`src/rtl/alu_muldiv_seq.sv`:
```
// Sequential multiply/divide unit: one bit per clock, double-width product or quotient/remainder.
// Define ALU_MULDIV_SIGNED_EN to enable the signed ops (muls/divs); otherwise ctl[0] is ignored.
module alu_muldiv_seq #(
    parameter int unsigned WIDTH = 32
) (
    input  logic             clk,
    input  logic             reset,
    input  logic             start,
    input  logic [1:0]       ctl,
    input  logic [WIDTH-1:0] A,
    input  logic [WIDTH-1:0] B,
    output logic             busy,
    output logic             done,
    output logic [WIDTH-1:0] R,
    output logic [WIDTH-1:0] S,
    output logic             exception
);

    localparam int unsigned CW = (WIDTH > 1) ? $clog2(WIDTH) : 1;
    localparam int unsigned AW = 2 * WIDTH;
    localparam logic [WIDTH-1:0] MIN_VAL = {1'b1, {(WIDTH-1){1'b0}}};

`ifdef ALU_MULDIV_SIGNED_EN
    localparam bit SIGNED_EN = 1'b1;
`else
    localparam bit SIGNED_EN = 1'b0;
`endif

    localparam logic [1:0] IDLE = 2'd0;
    localparam logic [1:0] PREP = 2'd1;
    localparam logic [1:0] RUN  = 2'd2;
    localparam logic [1:0] FIX  = 2'd3;

    logic [1:0]       state, state_nx;
    logic [CW-1:0]    cnt, cnt_nx;
    logic [WIDTH-1:0] a_reg, a_reg_nx;
    logic [WIDTH-1:0] b_reg, b_reg_nx;
    logic             is_div, is_div_nx;
    logic             is_signed, is_signed_nx;
    logic [WIDTH-1:0] opnd, opnd_nx;
    logic [AW-1:0]    acc, acc_nx;
    logic [WIDTH-1:0] rem, rem_nx;
    logic             neg_q, neg_q_nx;
    logic             neg_r, neg_r_nx;
    logic             ovf, ovf_nx;
    logic             busy_nx, done_nx, exception_nx;
    logic [WIDTH-1:0] r_nx, s_nx;

    // Single iteration datapath and final sign correction
    logic [WIDTH:0]   mul_sum;
    logic [AW-1:0]    mul_acc;
    logic [AW-1:0]    prod_fix;
    logic [WIDTH:0]   div_shift;
    logic             div_ok;
    logic [WIDTH-1:0] div_sub, div_rem, div_quo;
    logic [WIDTH-1:0] quo_fix, rem_fix;
    logic             neg_a, neg_b;
    logic [WIDTH-1:0] mag_a, mag_b;

    always_comb begin
        mul_sum   = {1'b0, acc[AW-1:WIDTH]} + (acc[0] ? {1'b0, opnd} : (WIDTH+1)'(0));
        mul_acc   = {mul_sum, acc[WIDTH-1:1]};
        prod_fix  = neg_q ? -mul_acc : mul_acc;
        div_shift = {rem, acc[WIDTH-1]};
        div_ok    = (div_shift >= {1'b0, opnd});
        div_sub   = div_shift[WIDTH-1:0] - opnd;
        div_rem   = div_ok ? div_sub : div_shift[WIDTH-1:0];
        div_quo   = {acc[WIDTH-2:0], div_ok};
        quo_fix   = neg_q ? -div_quo : div_quo;
        rem_fix   = neg_r ? -div_rem : div_rem;
        neg_a     = is_signed & a_reg[WIDTH-1];
        neg_b     = is_signed & b_reg[WIDTH-1];
        mag_a     = neg_a ? -a_reg : a_reg;
        mag_b     = neg_b ? -b_reg : b_reg;
    end

    // Next-state and registered-output logic
    always_comb begin
        state_nx     = state;
        cnt_nx       = cnt;
        a_reg_nx     = a_reg;
        b_reg_nx     = b_reg;
        is_div_nx    = is_div;
        is_signed_nx = is_signed;
        opnd_nx      = opnd;
        acc_nx       = acc;
        rem_nx       = rem;
        neg_q_nx     = neg_q;
        neg_r_nx     = neg_r;
        ovf_nx       = ovf;
        r_nx         = R;
        s_nx         = S;
        exception_nx = exception;

        case (state)
            IDLE: begin
                if (start) begin
                    a_reg_nx     = A;
                    b_reg_nx     = B;
                    is_div_nx    = ctl[1];
                    is_signed_nx = SIGNED_EN & ctl[0];
                    state_nx     = PREP;
                end
            end
            PREP: begin
                neg_q_nx = neg_a ^ neg_b;
                neg_r_nx = neg_a;
                ovf_nx   = is_signed & is_div & (a_reg == MIN_VAL) & (b_reg == '1);
                cnt_nx   = CW'(WIDTH - 1);
                rem_nx   = '0;
                state_nx = RUN;
                if (is_div) begin
                    opnd_nx = mag_b;
                    acc_nx  = {{WIDTH{1'b0}}, mag_a};
                    // Divide by zero bypasses iteration entirely
                    if (b_reg == '0) begin
                        state_nx     = FIX;
                        r_nx         = '1;
                        s_nx         = a_reg;
                        exception_nx = 1'b1;
                    end
                end else begin
                    opnd_nx = mag_a;
                    acc_nx  = {{WIDTH{1'b0}}, mag_b};
                end
            end
            RUN: begin
                cnt_nx = cnt - CW'(1);
                if (is_div) begin
                    acc_nx = {acc[AW-1:WIDTH], div_quo};
                    rem_nx = div_rem;
                end else begin
                    acc_nx = mul_acc;
                end
                // Results land on the edge into FIX so they are valid alongside done
                if (cnt == '0) begin
                    state_nx = FIX;
                    if (is_div) begin
                        r_nx         = quo_fix;
                        s_nx         = rem_fix;
                        exception_nx = ovf;
                    end else begin
                        r_nx         = prod_fix[WIDTH-1:0];
                        s_nx         = prod_fix[AW-1:WIDTH];
                        exception_nx = 1'b0;
                    end
                end
            end
            default: begin
                state_nx = IDLE;
            end
        endcase

        busy_nx = (state_nx != IDLE);
        done_nx = (state_nx == FIX);
    end

    always_ff @(posedge clk or posedge reset) begin
        if (reset) begin
            state     <= IDLE;
            cnt       <= '0;
            a_reg     <= '0;
            b_reg     <= '0;
            is_div    <= 1'b0;
            is_signed <= 1'b0;
            opnd      <= '0;
            acc       <= '0;
            rem       <= '0;
            neg_q     <= 1'b0;
            neg_r     <= 1'b0;
            ovf       <= 1'b0;
            busy      <= 1'b0;
            done      <= 1'b0;
            R         <= '0;
            S         <= '0;
            exception <= 1'b0;
        end else begin
            state     <= state_nx;
            cnt       <= cnt_nx;
            a_reg     <= a_reg_nx;
            b_reg     <= b_reg_nx;
            is_div    <= is_div_nx;
            is_signed <= is_signed_nx;
            opnd      <= opnd_nx;
            acc       <= acc_nx;
            rem       <= rem_nx;
            neg_q     <= neg_q_nx;
            neg_r     <= neg_r_nx;
            ovf       <= ovf_nx;
            busy      <= busy_nx;
            done      <= done_nx;
            R         <= r_nx;
            S         <= s_nx;
            exception <= exception_nx;
        end
    end

endmodule
```
`config.mk`:
```
export PLATFORM = sky130hd
export DESIGN_NAME = alu_muldiv_seq
export DESIGN_NICKNAME = d
export VERILOG_FILES = /design/src/rtl/alu_muldiv_seq.sv
export SDC_FILE = /design/constraint.sdc
export NUM_CORES = 1
export LEC_CHECK = 0
export BUFFER_PORTS_ARGS = -buffer_cell sky130_fd_sc_hd__clkbuf_2
export CAP_MARGIN = 15
export CORE_MARGIN = 2
export CORE_UTILIZATION = 25
export DETAILED_ROUTE_END_ITERATION = 10
export GPL_ROUTABILITY_DRIVEN = 0
export PLACE_DENSITY_LB_ADDON = 0.05
export SLEW_MARGIN = 20
export SYNTH_ARGS = -nofsm -noshare
export SYNTH_HDL_FRONTEND = slang
export SYNTH_SLANG_ARGS = --single-unit
```
`constraint.sdc`:
```
create_clock -name clk -period 11.54 [get_ports clk]
set_clock_uncertainty 0.15 [all_clocks]
set_input_delay 2.308 -clock clk [delete_from_list [all_inputs] [get_ports clk]]
set_output_delay 2.308 -clock clk [all_outputs]
set_load 0.02 [all_outputs]
```
=== After elaboration in Yosys (flattened, before gate mapping) ===
Index checks and enable logic that the tools add are counted.
W data, S select, Z words.

* Add/sub/neg operators: 3
* Equality and inequality tests: 8
* Mux-type cells: 28
* Multipliers: 0
* $lt $le $gt $ge: 1
* Shift-type cells: 0
* Bitwise logic cells: 0
* Reduce and logical (&&, ||, !) cells: 9
* Divide/modulo/power cells: 0

{| class="wikitable"
|+ Operators by type and width
! kind !! count
|-
| $mux W32 || 13
|-
| $pmux W32 S2 || 3
|-
| $pmux W64 S2 || 1
|-
| $mux W64 || 1
|-
| $add A32 B32 Y33 || 1
|-
| $ge A33 B32 Y1 || 1
|-
| $logic_not A32 Y1 || 1
|-
| $sub A32 B32 Y32 || 1
|-
| $ne A2 B2 Y1 const B || 5
|-
| $pmux W5 S2 || 1
|-
| $pmux W2 S3 || 1
|-
| $reduce_and A2 Y1 || 3
|-
| $logic_not A5 Y1 || 1
|-
| $mux W1 || 5
|-
| $sub A5 B1 Y5 const B || 1
|-
| $eq A2 B2 Y1 const B || 2
|-
| $mux W2 || 2
|-
| $reduce_and A4 Y1 || 1
|-
| $reduce_bool A2 Y1 || 2
|-
| $eq A2 B1 Y1 const B || 1
|-
| $logic_not A2 Y1 || 1
|-
| $pmux W1 S2 || 1
|}

* Bits in latches: 0
* Logic and storage cells: 63
* RAM bits: 0
* Flip-flop bits (word level): 267
* Output and inout bits: 67
* Bits of input ports: 69
* Memory bits (read-only): 0
* Memories: 0

=== Logic depth before layout (Yosys ltp) ===
Gate-level depths: netlist of the first run.

* Depth after elaboration: 5
* Depth in mapped cells: 15
* Gate-level depth less buffers: 14

=== Worst setup path before layout of the first run ===
No wires, ideal clock.

* Path kind: input to register
* Start: input start
* End: register a_reg[0]
* Path buffers: 2
* Stages: 4
* Data arrival time: 3.404 ns
* Data required time: 11.265 ns
* Library setup time: 0.125 ns
* Slack: 7.861 ns
* Path through: nand2_1 -> clkbuf_1 -> clkbuf_1 -> mux2_2

* Cells in the longest elaborated chain, start to end: 1

{| class="wikitable"
|+ RTL lines
! element !! RTL line !! source
|-
| from (decl) || 8 || <nowiki>input logic start,</nowiki>
|-
| $reduce_and A2 Y1 (no source line) || n/a ||
|-
| to (signal assigned) || 180 || <nowiki>a_reg <= a_reg_nx;</nowiki>
|-
| to (decl) || 36 || <nowiki>logic [WIDTH-1:0] a_reg, a_reg_nx;</nowiki>
|}

Every way passes these cells.
A chain may end at the register's enable or synchronous reset.

=== Worst setup path after layout of the first run ===
* Start: register opnd[26]
* End: register S[19]

* Cells in the longest elaborated chain, start to end: 5

{| class="wikitable"
|+ RTL lines
! element !! RTL line !! source
|-
| from (decl) || 40 || <nowiki>logic [WIDTH-1:0] opnd, opnd_nx;</nowiki>
|-
| from (signal assigned) || 184 || <nowiki>opnd <= opnd_nx;</nowiki>
|-
| $ge A33 B32 Y1 || 65 || <nowiki>div_ok = (div_shift >= {1'b0, opnd});</nowiki>
|-
| $mux W32 || 67 || <nowiki>div_rem = div_ok ? div_sub : div_shift[WIDTH-1:0];</nowiki>
|-
| $mux W32 || 138 || <nowiki>if (is_div) begin</nowiki>
|-
| $mux W32 || 136 || <nowiki>if (cnt == '0) begin</nowiki>
|-
| $pmux W32 S2 || 95 || <nowiki>case (state)</nowiki>
|-
| to (signal assigned) || 193 || <nowiki>S <= s_nx;</nowiki>
|-
| to (decl) || 15 || <nowiki>output logic [WIDTH-1:0] S,</nowiki>
|}

Every way passes these cells. The select of a mux whose other input is x is not followed.

==> run summary, run 1 <==
status: complete, no violations
Initial Util: 0.253
Startpoint Class: flip-flop
DP HPWL: 38200 um
vias per cell: 4.82
Synth Flop Type: dfrtp_1
NumNets Final: 1846
Post-Place Cells: 2504
Finished Core Util: 0.297
Total Neg Setup Slack: 0 ns
fmax: 0.202 GHz
dpl ws: 6.57 ns
number of fill cells: 6603
final hold violation count: 0
Avg WL per Cell: 20.7 um
cell accounting for the most synthesized area: dfrtp_1
Rel. slew slack: 0.304
antenna-violating nets left: 0
Clock Tree Root: clkbuf_16
met2 GRT Util: 0.279
CTS tree: done
number of synthesized register bits: 267
vias in the first global route: 12600
max FFs per register: 64
Post-synth EDFFs: 0
fin crit period: 4.94 ns
grt met3 use: 0.0214
Top reg by flops: acc
hold path cells: 1
Post-Syn Area: 15600 um^2
HP Class: reg -> reg
initial drt markers: 580
GRT Max-Usage Layer: met2
Worst VDD drop: 0.000108 V
Avg Inst Size Synth: 9.69 um^2
total gr overflow: 0
Critical Path RT: 11.83 ns
H-tree depth: 2
met1 usage: 0.221
RSZ-0062 raised after global routing: false
Total Wirelength: 53200 um
largest cells by area after synthesis: dfrtp_1 43%, mux2i_1 7.7%, ha_1 5.5%, mux2_2 4.9%, nand2_1 3.8%
Mapped Cells: 1614
Worst Tran Pin Value: 1.03 ns
clock sinks: 267
Post-CTS Repair Setup Buffers: 0
DP Area: 17100 um^2
core area: 61800 um^2
Clock Path Buffers: 3
endpoints failing setup: 0
chip width: 254 um
largest net degree at the start of global routing: 83
Layout area overhead: 17.4%
Vias: 12400
die area: 64600 um^2
Worst-Skew Late Latency: 0.56 ns
Total Routing Usage GR: 0.165
# rows: 91
IO Pins: 136
Pleak: 8.60 nW
hold_buf cts: 0
ys async rst share: 1.00
top post-synthesis cells by count: 267 x dfrtp_1, 160 x nand2_1, 147 x nor2_1
post-route cell area: 18400 um^2
R2R depth: 12
Layout Cells excl Fill: 2567
multi-input logic area: 8370 um^2
CTS Buf Count: 36
top-count cell post-synth: dfrtp_1
share of cells above drive strength 1: 0.195
Critical Path End Type: flip-flop
top cell type's share of synthesized area: 0.427
die height: 254 um
Tcrit/Tclk final: 0.428
number of max-cap violations: 0
PwrDens: 305 nW/um^2
Arr. time, crit path: 5.23 ns
Pre-antenna DRT Iters: 5
CTS resizes: 0
sequential share of the synthesized area: 0.427
Synth cell types: 77
Seq. cell area: 6690 um^2
crit-path max FO: 28
crit path kind: reg -> reg
number of remaining DRC errors: 0
ANT cells: 0
YS warnings: 0
max-slew violation count: 0
initial antenna violation count: 2
clk slew on worst S/H paths: 0.06 ns
first-pass GRT wire length: 80400 um
Mapped Nets: 1754
PortBufs: 134
final worst setup slack: 6.60 ns
final cells by class:
class / instances / share of cell area
Multi-Input combinational cell: 1184 / 0.456
Clock buffer: 56 / 0.0597
Clock inverter: 6 / 0.00518
Tap cell: 837 / 0.0570
Sequential cell: 267 / 0.364
Inverter: 66 / 0.0139
Timing Repair Buffer: 151 / 0.0446
cell usage in the layout, fill, tap and decap left out, drive strengths merged, types with 19 or more instances in the layout:
master    n
a21o     54
a31o     33
nor2b    42
xor2     19
xnor2    32
mux2i   121
inv      67
clkbuf  190
ha       69
nor2    148
dfrtp   267
nand2   162
a21oi   102
o21a     26
mux2     68
a31oi    46
o21ai    70
report_power, final:
| part | internal (mW) | total (mW) | switching, mW |
|---|---|---|---|
| Combinational | 1.07 | 2.74 | 1.67 |
| Clock | 0.696 | 1.15 | 0.459 |
| Sequential | 1.34 | 1.70 | 0.364 |
routing by layer:
metal  wire length, um  vias up
li1                  -     5979
met1             24400     6118
met2             25700      208
met3              1790       73
met4              1300        0
met5                 0        -
worst paths after layout:
kind | startpoint | to | slack (ns)
min in group asynchronous | reset | rem[6] | 1.66
hold / removal | S[5] | S[5] | 0.33
max in group asynchronous | reset | is_div | 7.98
setup reg to reg | opnd[26] | S[19] | 6.60
setup / recovery | opnd[26] | S[19] | 6.60
hold reg to reg | S[5] | S[5] | 0.33
critical path, stage by stage, from the launching register on:
cell and delay [ns]:
dfrtp_1 0.35, inv_1 0.08, ha_1 0.42, and3_1 0.21
nand4_1 0.41, nor4_1 1.01, a221o_1 0.30, nand2_2 0.07
o311ai_4 0.23, buf_4 0.58, mux2i_1 0.38, o221ai_1 0.27
mux2_2 0.34
cells by family after synthesis:
| family | after synthesis | synth area share |
|---|---|---|
| simple gates | 431 | 0.124 |
| xor+xnor | 51 | 0.0286 |
| fa+ha+maj | 71 | 0.0577 |
| compound gates | 442 | 0.195 |
| flops | 267 | 0.427 |
| buf+inv | 163 | 0.0417 |
| mux | 189 | 0.126 |
through the flow:
stage               hold WS [ns]  power (mW)
floorplan                  0.300        3.59
global placement           0.323        4.48
detailed placement         0.321        4.50
CTS                        0.340        5.70
global route               0.353        6.05
finish                     0.333        5.60
Power figures use the tool's default switching activity.
==> inputs of run 2 (changes only) <==
==> constraint.sdc (replaced) <==
create_clock -name clk -period 4.4 [get_ports clk]
set_clock_uncertainty 0.15 [all_clocks]
set_input_delay 0.88 -clock clk [delete_from_list [all_inputs] [get_ports clk]]
set_output_delay 0.88 -clock clk [all_outputs]
set_load 0.02 [all_outputs]
==> run summary, run 2 (synthesis results as in run 1) <==
max-slew violation count: 0 (unchanged)
Critical Path End Type: flip-flop
vias per cell: 4.82 (about the same)
fin crit period: 3.85 ns (-1.09 ns)
CTS resizes: 0 (unchanged)
Layout area overhead: 19.4%
CTS tree: done
commonest cells after routing, fill and taps aside: 266 x dfrtp_1, 158 x nand2_1, 145 x nor2_1
Avg WL per Cell: 20.6 um (-0.78%)
Pre-antenna DRT Iters: 5 (unchanged)
Rel. slew slack: 0.287 (-0.0173)
CP Cell Sequence: inv_1 -> ha_1 -> inv_1 -> fa_1 -> a211oi_1 -> o21ai_0 -> nand2_1 -> a31oi_1 -> o221ai_1 -> o21ai_0 -> a21oi_1 -> xor2_1 -> o221ai_1 -> o22a_1
Arr. time, crit path: 4.13 ns (-1.10 ns)
crit path launch: acc[31]
R2R setup slack: 0.55 ns (-6.05 ns)
status: complete, no violations
Initial Util: 0.253 (unchanged)
endpoints failing setup: 0 (unchanged)
DP HPWL: 38900 um (+1.8%)
antenna-violating nets left: 0 (unchanged)
Startpoint Class: flip-flop
IO Pins: 136 (unchanged)
die height: 254 um (unchanged)
final worst setup slack: 0.552 ns (-6.05 ns)
vias in the first global route: 12800 (+1.2%)
die area: 64600 um^2 (unchanged)
ANT cells: 0 (unchanged)
Clock Tree Root: clkbuf_16
Worst VDD drop: 0.000390 V (+260%)
# rows: 91 (unchanged)
share of cells above drive strength 1: 0.207 (+0.0111)
NumNets Final: 1869 (+1.2%)
CP bufs+invs: 2 (unchanged)
max FFs per register: 64 (unchanged)
family with the most delay on the worst path: compound AO/OA/AOI/OAI gates
clock sinks: 267 (unchanged)
Worst-Skew Late Latency: 0.56 ns (about the same)
slowest cell on the critical path: fa_1
fmax: 0.260 GHz (+28%)
H-tree depth: 2 (unchanged)
R2R depth: 14 (+2)
final hold violation count: 0 (unchanged)
core area: 61800 um^2 (unchanged)
number of max-cap violations: 0 (unchanged)
Total Routing Usage GR: 0.166 (+0.000900)
Total Power: 14.8 mW (+160%)
initial drt markers: 599 (+3.3%)
RSZ-0062 raised after global routing: false
clk slew on worst S/H paths: 0.06 ns (about the same)
chip width: 254 um (unchanged)
number of fill cells: 6588 (-0.23%)
hold_buf cts: 0 (unchanged)
Pleak: 8.76 nW (+1.9%)
Clock Path Buffers: 3 (unchanged)
RR Endpoint: S[30]
first-pass GRT wire length: 81200 um (+0.94%)
Total Wirelength: 53300 um (+0.11%)
largest net degree at the start of global routing: 105 (+27%)
PwrDens: 792 nW/um^2 (+160%)
Critical Path RT: 4.69 ns (-7.14 ns)
dpl ws: 0.551 ns (-6.02 ns)
Worst Tran Pin Value: 1.07 ns (+0.0330 ns)
worst flop-to-flop path startpoint: acc[31]
crit-path max FO: 3 (-89%)
Post-CTS Repair Setup Buffers: 0 (unchanged)
initial antenna violation count: 0 (-2)
PortBufs: 134 (unchanged)
leading cell type in the layout, fill and taps excluded: dfrtp_1
Top reg by flops: acc
Vias: 12500 (+0.84%)
HP Class: in -> async
number of remaining DRC errors: 0 (unchanged)
crit-path max cell delay: 0.43 ns (-0.58 ns)
crit path kind: reg -> reg
Tcrit/Tclk final: 0.875 (+0.446)
total gr overflow: 0 (unchanged)
CTS Buf Count: 37 (+2.8%)
-- run 2: cell types whose count changed in the layout (fill, tap and decap cells not counted), moves of 2 or more --
cell	change
buf_4	+12
clkbuf_16	+2
clkbuf_1	-2
clkinv_4	+2
clkbuf_8	-4
clkinv_2	+3
buf_12	+10
-- run 2: per-stage QoR --
step	setup TNS, ns	util	instance area [um^2]	std cells	hold WS (ns)
2_1_floorplan	-41.51	-	15600	1614	0.300
3_3_place_gp	0	0.282	17400	2526	0.322
3_5_place_dp	0	0.282	17400	2526	0.324
4_1_cts	0	0.302	18700	2589	0.252
5_1_grt	0	0.302	18700	2590	0.271
6_report	0	0.302	18700	2590	0.248
-- run 2: report_power, final --
group	switching (mW)	internal, mW
Sequential	0.922	3.51
Combinational	4.41	2.90
Clock	1.22	1.84
Total	6.55	8.25
-- run 2: worst register-to-register path: cells and delay by family (launching register included) --
family,cells,cell delay [ns]
compound gates,8,1.83
fa+ha+maj,2,0.69
flops,1,0.37
buf+inv,2,0.29
xor+xnor,1,0.22
simple gates,1,0.16
-- run 2: area by class of cell --
cell class                 instances  area [um^2]  area share
timing repair buffer             173         1110      0.0593
multi-input combinational       1184         8370       0.448
clock buffer                      52         1080      0.0580
inverter                          66          251      0.0135
clock inverter                    11          139     0.00743
sequential                       267         6690       0.358
tap                              837         1050      0.0561
-- run 2: layer usage --
layer  vias up  global-route usage  part of all wire
li1       6051                   -                 -
met1      6139               0.222              0.46
met2       227               0.281              0.49
met3        65              0.0216             0.034
met4         0              0.0457             0.021
met5         -                   0                 0
-- run 2: worst max path at each step --
stage	end	slack, ns	cells past startpoint
detailed placement	S[30]	0.55	14
global placement	S[30]	0.53	14
floorplan	R[0]	-0.16	1
global route	S[30]	0.23	14
finish	S[30]	0.55	14
CTS	S[30]	0.50	14
